`config.mk`:
```
export PLATFORM = sky130hd
export DESIGN_NAME = mux16_rr_arbiter
export DESIGN_NICKNAME = d
export VERILOG_FILES = /design/src/rtl/mux16_rr_arbiter.sv
export SDC_FILE = /design/constraint.sdc
export NUM_CORES = 1
export LEC_CHECK = 0
export ABC_AREA = 1
export BUFFER_PORTS_ARGS = -buffer_cell sky130_fd_sc_hd__buf_2
export CAP_MARGIN = 0
export CORE_MARGIN = 2
export CORE_UTILIZATION = 30
export CTS_CLUSTER_DIAMETER = 40
export DETAILED_ROUTE_END_ITERATION = 16
export PLACE_DENSITY = 0.56
export SYNTH_ARGS = -nofsm -noshare
export SYNTH_HDL_FRONTEND = slang
export SYNTH_SLANG_ARGS = --single-unit
```
`constraint.sdc`:
```
create_clock -name clk -period 10.2 [get_ports clk]
set_input_delay 2.04 -clock clk [delete_from_list [all_inputs] [get_ports clk]]
set_output_delay 2.04 -clock clk [all_outputs]
set_load 0.03 [all_outputs]
```
`src/rtl/mux16_rr_arbiter.sv`:
```
// Round-robin arbiter for the shared 16:1 mux. Grants are held until the requester
// releases or the hold limit expires. The select output stays stable while no grant is active.
module mux16_rr_arbiter #(
    parameter int unsigned MAX_HOLD = 8,
    parameter int unsigned CNT_W    = 8
) (
    input  logic        clk,
    input  logic        rst,
    input  logic        en,
    input  logic [15:0] req,
    output logic [3:0]  sel,
    output logic [15:0] gnt,
    output logic        gnt_valid,
    output logic        timeout
);

    typedef enum logic [0:0] {StIdle, StGrant} state_e;

    state_e             state_q, state_d;
    logic [3:0]         ptr_q, ptr_d;
    logic [3:0]         sel_q, sel_d;
    logic [15:0]        gnt_q, gnt_d;
    logic               gnt_valid_q, gnt_valid_d;
    logic               timeout_q, timeout_d;
    logic [CNT_W-1:0]   hold_cnt_q, hold_cnt_d;

    logic               win_found;
    logic [3:0]         win_idx;
    logic [3:0]         cand;

    // Scan starting at the priority pointer; the 4-bit add wraps modulo 16.
    always_comb begin
        win_found = 1'b0;
        win_idx   = '0;
        cand      = '0;
        for (int k = 0; k < 16; k++) begin
            cand = ptr_q + 4'(k);
            if (!win_found && req[cand]) begin
                win_found = 1'b1;
                win_idx   = cand;
            end
        end
    end

    always_comb begin
        state_d     = state_q;
        ptr_d       = ptr_q;
        sel_d       = sel_q;
        gnt_d       = gnt_q;
        gnt_valid_d = gnt_valid_q;
        timeout_d   = 1'b0;
        hold_cnt_d  = hold_cnt_q;

        unique case (state_q)
            StIdle: begin
                gnt_d       = '0;
                gnt_valid_d = 1'b0;
                if (en && win_found) begin
                    sel_d       = win_idx;
                    gnt_d       = 16'(1) << win_idx;
                    gnt_valid_d = 1'b1;
                    hold_cnt_d  = CNT_W'(1);
                    state_d     = StGrant;
                end
            end
            StGrant: begin
                // A dropped request wins over the hold limit, so no timeout in that case.
                if (!req[sel_q] || (hold_cnt_q == CNT_W'(MAX_HOLD))) begin
                    gnt_d       = '0;
                    gnt_valid_d = 1'b0;
                    ptr_d       = sel_q + 4'd1;
                    hold_cnt_d  = '0;
                    timeout_d   = req[sel_q];
                    state_d     = StIdle;
                end else begin
                    hold_cnt_d = hold_cnt_q + CNT_W'(1);
                end
            end
        endcase
    end

    always_ff @(posedge clk) begin
        if (rst) begin
            state_q     <= StIdle;
            ptr_q       <= '0;
            sel_q       <= '0;
            gnt_q       <= '0;
            gnt_valid_q <= 1'b0;
            timeout_q   <= 1'b0;
            hold_cnt_q  <= '0;
        end else begin
            state_q     <= state_d;
            ptr_q       <= ptr_d;
            sel_q       <= sel_d;
            gnt_q       <= gnt_d;
            gnt_valid_q <= gnt_valid_d;
            timeout_q   <= timeout_d;
            hold_cnt_q  <= hold_cnt_d;
        end
    end

    assign sel       = sel_q;
    assign gnt       = gnt_q;
    assign gnt_valid = gnt_valid_q;
    assign timeout   = timeout_q;

endmodule

```
==> results.yml, run 1 <==
synth:
  syn_area_per_cell_um2: 5.806
  synth_nets: 643
  synth_top_family_by_area: "simple AND/OR/NAND/NOR gates"
  synth_top_area_cell: "dfxtp_1"
  ys_seq_area_share_pct: 19.66
  synth-async-reset-ratio_pct: 0
  synth.mux.area_fraction_pct: 0.5616
  syn-cell-area_um2: 3565
  synthTopCellsByArea: "dfxtp_1 (20%), nand2_1 (19%), nand3_1 (17%), inv_1 (6.5%), nor2_1 (6.4%)"
  synth_flop_cell: "dfxtp_1"
  synth-seq-cells: 35
  synth.top_cell.area_share_pct: 19.66
  synth_xor_area_share_pct: 3.580
  synth-simple-area-share_pct: 53.14
  synthAdderAreaFrac_pct: 3.510
  synth-compound-area-share_pct: 9.407
  yosysWarnings: 0
  synthCells: 614
  synth_edf_count: 0
  synth_cell_types: 39
drt:
  drt_iter0_markers: 337
  wl_per_cell_um: 14.62
  vias: 4199
  firstDrtPassIters: 5
  drcViolationCount: 0
  ant_nets: 0
  totalWireLength_um: 11520
  routed_via_density: 5.329
placed_design:
  dpl_cell_area_um2: 3857
  routabilityCongestion: 0.9931
  dpl.hpwl_um: 8901
  numPortBuffers: 40
layout:
  final_util_pct: 34.96
  nets: 673
  final_layout_size_suffix_gt1_share_pct: 12.09
  antenna_cells: 0
  syn_to_final_growth_pct: 12.95
  finalInstanceArea_um2: 4026
sta:
  worst_slew_pin_slew_ns: 1.261
  worst_slew_margin_rel_pct: 15.62
  fin_tns_setup_ns: 0
  rsz0062_at_grt: "false"
  hold_viol: 0
  holdWs_ns: 0.4589
  max_freq_ghz: 0.1985
  min_period_over_period_pct: 49.38
  final.min_clock_period_ns: 5.037
  finalSetupViolations: 0
  fin_skew_ns: 0.003899
  drv_slew: 0
floorplanning:
  die_w_um: 113.0
  rows: 39
  initial_core_util_pct: 30.95
  die_height_um: 113.0
  core_area_um2: 11520
  die_area_um2: 12770
  ios: 41
hold_path:
  hold_class: "flip-flop to flip-flop"
pwr:
  pwr-share-seq_pct: 22.4
  p_leak_nw: 1.966
  power_frac_clock_pct: 23.7
  p_per_area_nw_per_um2: 179.1
  swShare_pct: 49.02
  vdd_ir_drop_max_uv: 111.3
  switchingPower_mw: 0.3534
  p_comb_share_pct: 53.9
  p_int_mw: 0.3676
clock_network:
  cts_max_level: 2
  numCtsBuffers: 5
  ctsResizeCount: 0
  cts_setup_buffers: 0
  cts_buffer_depth: 2
  clkTransAtPathRegs_ns: 0.06
  insertion_delay_ns: 0.27
  clock-root-buffer: "clkbuf_16"
  cts_tree: "done"
  cts.sinks: 35
  ctsHoldBuffers: 0
global_route:
  grt_start_max_net_pins: 26
  overflow: 0
  gr-usage-all-layers_pct: 17.93
  first_global_vias: 3892
  grt_pass1_wl_um: 18700
  antenna_found_initial: 0
critical_path:
  critPathArrivalTime_ns: 5.24
  start_kind: "flip-flop"
  critPathMaxFanout: 19
  cp-end-kind: "flip-flop"
  worstPathRequired_ns: 10.41
  path_class: "flip-flop to flip-flop"
job:
  drv_cap: 0
run_status:
  status: "finished clean"
-- cell usage after synthesis, types with 2 or more instances --
cell,number
inv_1,62
inv_2,4
o21ai_0,19
o22ai_1,4
a21oi_1,28
buf_4,3
nand4_4,3
clkbuf_1,5
o211ai_1,2
ha_1,10
dfxtp_1,35
nor2_1,61
xnor2_1,3
nor2_2,3
nor3_1,6
nand3_1,118
a31oi_1,2
xor2_2,3
nor2_8,2
o21a_1,2
mux2i_1,2
buf_2,9
nand2_1,177
nand2_2,7
nand4_1,25
xor2_1,6
-- power groups by stage --
stage                     sequential (mW)  clock, mW  combinational (mW)
after floorplan                     0.168          0               0.284
after global placement              0.163          0               0.382
after detailed placement            0.164          0               0.380
after CTS                           0.161      0.173               0.381
after global routing                0.163      0.181               0.435
final                               0.161      0.171               0.389
-- cell usage in the layout, fill, tap and decap left out, drive strengths merged --
cell type  synthesis  layout
a21oi             28      28
nor3               7       7
a31oi              2       2
nor2              67      67
o21a               2       2
o2111ai            1       1
ha                10      10
buf               14      42
clkbuf             5       5
nand3            119     119
xnor2              3       3
o21ai             20      20
clkinv             1       3
o22ai              4       4
nand2            185     185
inv               67      67
bufinv             0       1
xor2               9       9
o211ai             2       2
o221a              1       1
o31ai              1       1
nand4             28      28
mux2i              2       2
nor3b              1       1
dfxtp             35      35
-- stage by stage --
stage          power, mW  instances  setup WS, ns
3_3_place_gp      0.5453        780         5.339
2_1_floorplan     0.4525        614         5.973
3_5_place_dp      0.5436        780         5.275
4_1_cts           0.7158        788         5.259
5_1_grt           0.7785        788         4.645
6_report          0.7210        788         5.163
-- sequential cells by signal, indices dropped and copies added (netlist names) --
name        flops
hold_cnt_q      8
gnt_valid       1
ptr_q           4
state_q         1
gnt            16
sel             4
timeout         1
-- worst max-delay path, cell delays in order (launching register included) --
cell     delay (ns)
dfxtp_1        0.79
inv_1          0.55
ha_1           0.65
inv_1          0.44
nand3_1        0.18
nand3_1        0.16
nand2_1        0.08
nand2_2        0.10
nand2_4        0.08
nor2_8         0.15
nand4_4        0.11
nor2_4         0.18
nand4_4        0.15
nor2_8         0.16
nand4_4        0.11
nor3_2         0.20
nand3_1        0.34
nand2_2        0.30
nand3_1        0.10
a21oi_1        0.13
-- metal layers --
layer  up-vias  routed length (um)  share of wire [%]  track usage, %
met2       168                5269                 46           29.98
li1       2094                   -                  -               -
met3        21                 831                7.2           2.999
met5         -                   0                  0               0
met4         0                 242                2.1           4.715
met1      1916                5176                 45           24.00
-- path summary, 6_finish.rpt --
kind | depth (start not counted) | start | slack, ns | to
worst max-delay path | 19 | ptr_q[1]$_SDFFE_PP0P_ | 5.16 | gnt[0]$_SDFFE_PP0P_
worst min-delay path | 2 | gnt_valid$_SDFFE_PP0P_ | 0.46 | gnt_valid$_SDFFE_PP0P_
worst max register to register | 19 | ptr_q[1]$_SDFFE_PP0P_ | 5.16 | gnt[0]$_SDFFE_PP0P_
worst min register to register | 2 | gnt_valid$_SDFFE_PP0P_ | 0.46 | gnt_valid$_SDFFE_PP0P_
-- cell families (layout without fill, tap and decap cells) --
group | after synthesis | after routing
and+or+nand+nor | 407 | 407
buffers and inverters | 87 | 118
AOI/OAI and AO/OA | 61 | 61
DFF | 35 | 35
xor gates and xnor gates | 12 | 12
adders and majority gates | 10 | 10
muxes | 2 | 2
-- final cells by class --
| cell class | instances | area (um^2) |
|---|---|---|
| Tap cell | 143 | 178.9 |
| Fill cell | 1268 | 7490 |
| Sequential cell | 35 | 700.7 |
| Timing Repair Buffer | 42 | 215.2 |
| Clock inverter | 3 | 43.79 |
| Inverter | 68 | 260.3 |
| Clock buffer | 5 | 125.1 |
| Multi-Input combinational cell | 492 | 2502 |
(Power assumes the default switching activity.)
==> run 2, diff against run 1 <==
PLACE_DENSITY = 0.57   (was 0.56)
clock period = 4.15 ns   (was 10.2 ns; I/O delays follow)
==> results.yml, run 2 (same netlist as run 1, synthesis figures left out) <==
run_status:
  status: "finished clean"
critical_path:
  worstPathRequired_ns: 4.36
  r2r_slack_ns: 0.52
  critPathArrivalTime_ns: 3.85
  cp-end-kind: "flip-flop"
  reg2reg_depth: 18
  critPathMaxFanout: 13
  start_kind: "flip-flop"
  path_class: "flip-flop to flip-flop"
drt:
  vias: 4150
  firstDrtPassIters: 6
  totalWireLength_um: 11520
  drcViolationCount: 0
  wl_per_cell_um: 14.37
  drt_iter0_markers: 305
  ant_nets: 0
  routed_via_density: 5.175
clock_network:
  insertion_delay_ns: 0.28
  cts_buffer_depth: 2
  numCtsBuffers: 5
  ctsHoldBuffers: 0
  clock-root-buffer: "clkbuf_16"
  clkTransAtPathRegs_ns: 0.06
  cts_tree: "done"
  cts.sinks: 35
  cts_max_level: 2
placed_design:
  routabilityCongestion: 0.8799
  numPortBuffers: 40
  dpl.hpwl_um: 9321
  place_inst: 793
pwr:
  p_per_area_nw_per_um2: 436.8
  p_leak_nw: 2.035
  pwr-share-seq_pct: 21.7
  switchingPower_mw: 0.8744
  p_comb_share_pct: 55.1
  power_frac_clock_pct: 23.2
  vdd_ir_drop_max_uv: 213.4
  p_int_mw: 0.9330
  swShare_pct: 48.38
job:
  drv_cap: 0
global_route:
  gr-usage-all-layers_pct: 18.44
  antenna_found_initial: 0
  met3_usage_pct: 2.678
  grt_pass1_wl_um: 19170
  first_global_vias: 3970
  grt_start_max_net_pins: 25
  met1_usage_pct: 24.92
  busiest_layer: "met2"
  overflow: 0
  met2_usage_pct: 30.66
layout:
  largest_reg_flops: 16
  nets: 687
  final_cell_mix: "nand2_1 (176), nand3_1 (118), nor2_1 (61)"
  final_util_pct: 35.93
  syn_to_final_growth_pct: 16.08
  antenna_cells: 0
  multi_input_area_um2: 2505
  final_common_cell: "nand2_1"
  final_cells: 802
  final_layout_size_suffix_gt1_share_pct: 14.42
  final-seq-area_um2: 700.7
  n_fill_cell: 1293
sta:
  min_period_over_period_pct: 87.58
  worst_slew_pin_slew_ns: 0.7019
  hold_viol: 0
  drv_slew: 0
  final.min_clock_period_ns: 3.635
  rsz0062_at_grt: "false"
  fin_skew_ns: 0.007659
  max_freq_ghz: 0.2751
  fin_tns_setup_ns: 0
  holdWs_ns: 0.4636
  finalSetupViolations: 0
  worst_slew_margin_rel_pct: 52.71
floorplanning:
  die_w_um: 113.0
  die_area_um2: 12770
  core_area_um2: 11520
  initial_core_util_pct: 30.95
  ios: 41
  die_height_um: 113.0
  rows: 39
hold_path:
  hold_class: "flip-flop to flip-flop"
  hold_path_depth: 2
run 2: power by group through the flow:
stage / sequential, mW / clock (mW) / combinational [mW]
2_1_floorplan: 0.413 / 0 / 0.699
3_3_place_gp: 0.399 / 0 / 0.977
3_5_place_dp: 0.400 / 0 / 0.978
4_1_cts: 0.393 / 0.430 / 0.983
5_1_grt: 0.397 / 0.446 / 1.12
6_report: 0.393 / 0.419 / 0.995
run 2: layout make-up:
type / count / area share, %
Tap cell: 143 / 4.324
Clock inverter: 3 / 1.058
Clock buffer: 5 / 3.024
Timing Repair Buffer: 56 / 7.741
Sequential cell: 35 / 16.93
Multi-Input combinational cell: 492 / 60.54
Inverter: 68 / 6.380
run 2: final timing paths:
check | from | end
worst max-delay path | ptr_q[2]$_SDFFE_PP0P_ | gnt[11]$_SDFFE_PP0P_
worst min-delay path | gnt[9]$_SDFFE_PP0P_ | gnt[9]$_SDFFE_PP0P_
worst max register to register | ptr_q[2]$_SDFFE_PP0P_ | gnt[11]$_SDFFE_PP0P_
worst min register to register | gnt[9]$_SDFFE_PP0P_ | gnt[9]$_SDFFE_PP0P_
run 2: critical path: stages, from the launching register on:
cell and delay (ns):
dfxtp_1 0.48, inv_2 0.21, ha_1 0.44, inv_1 0.15
nand3_1 0.13, nand3_1 0.11, nand2_2 0.21, nand4_4 0.14
nor2_4 0.18, nand4_4 0.15, nor2_8 0.17, nand3_1 0.09
nor2_1 0.21, nand2_1 0.09, o21ai_1 0.14, nand4_1 0.22
nor2_1 0.21, nand4_1 0.12, a21oi_1 0.14
run 2: per-layer routing:
layer  wire length (um)  vias to the layer above
met5                  0                        -
met4                216                        0
met3                724                       21
met2               5340                      138
met1               5241                     1864
li1                   -                     2127
run 2: per-stage QoR:
step                total power [mW]  area [um^2]  setup WS, ns
floorplan                      1.112         3565        0.6706
global placement               1.376         3955        0.5237
detailed placement             1.378         3955        0.4825
CTS                            1.806         4124        0.4739
global route                   1.961         4138       0.03178
finish                         1.807         4138        0.5153
run 2: what timing repair did:
action                     4_1_cts  5_1_grt
setup endpoints to repair        0        4
buffers inserted                 0        1
resized for setup                0        3
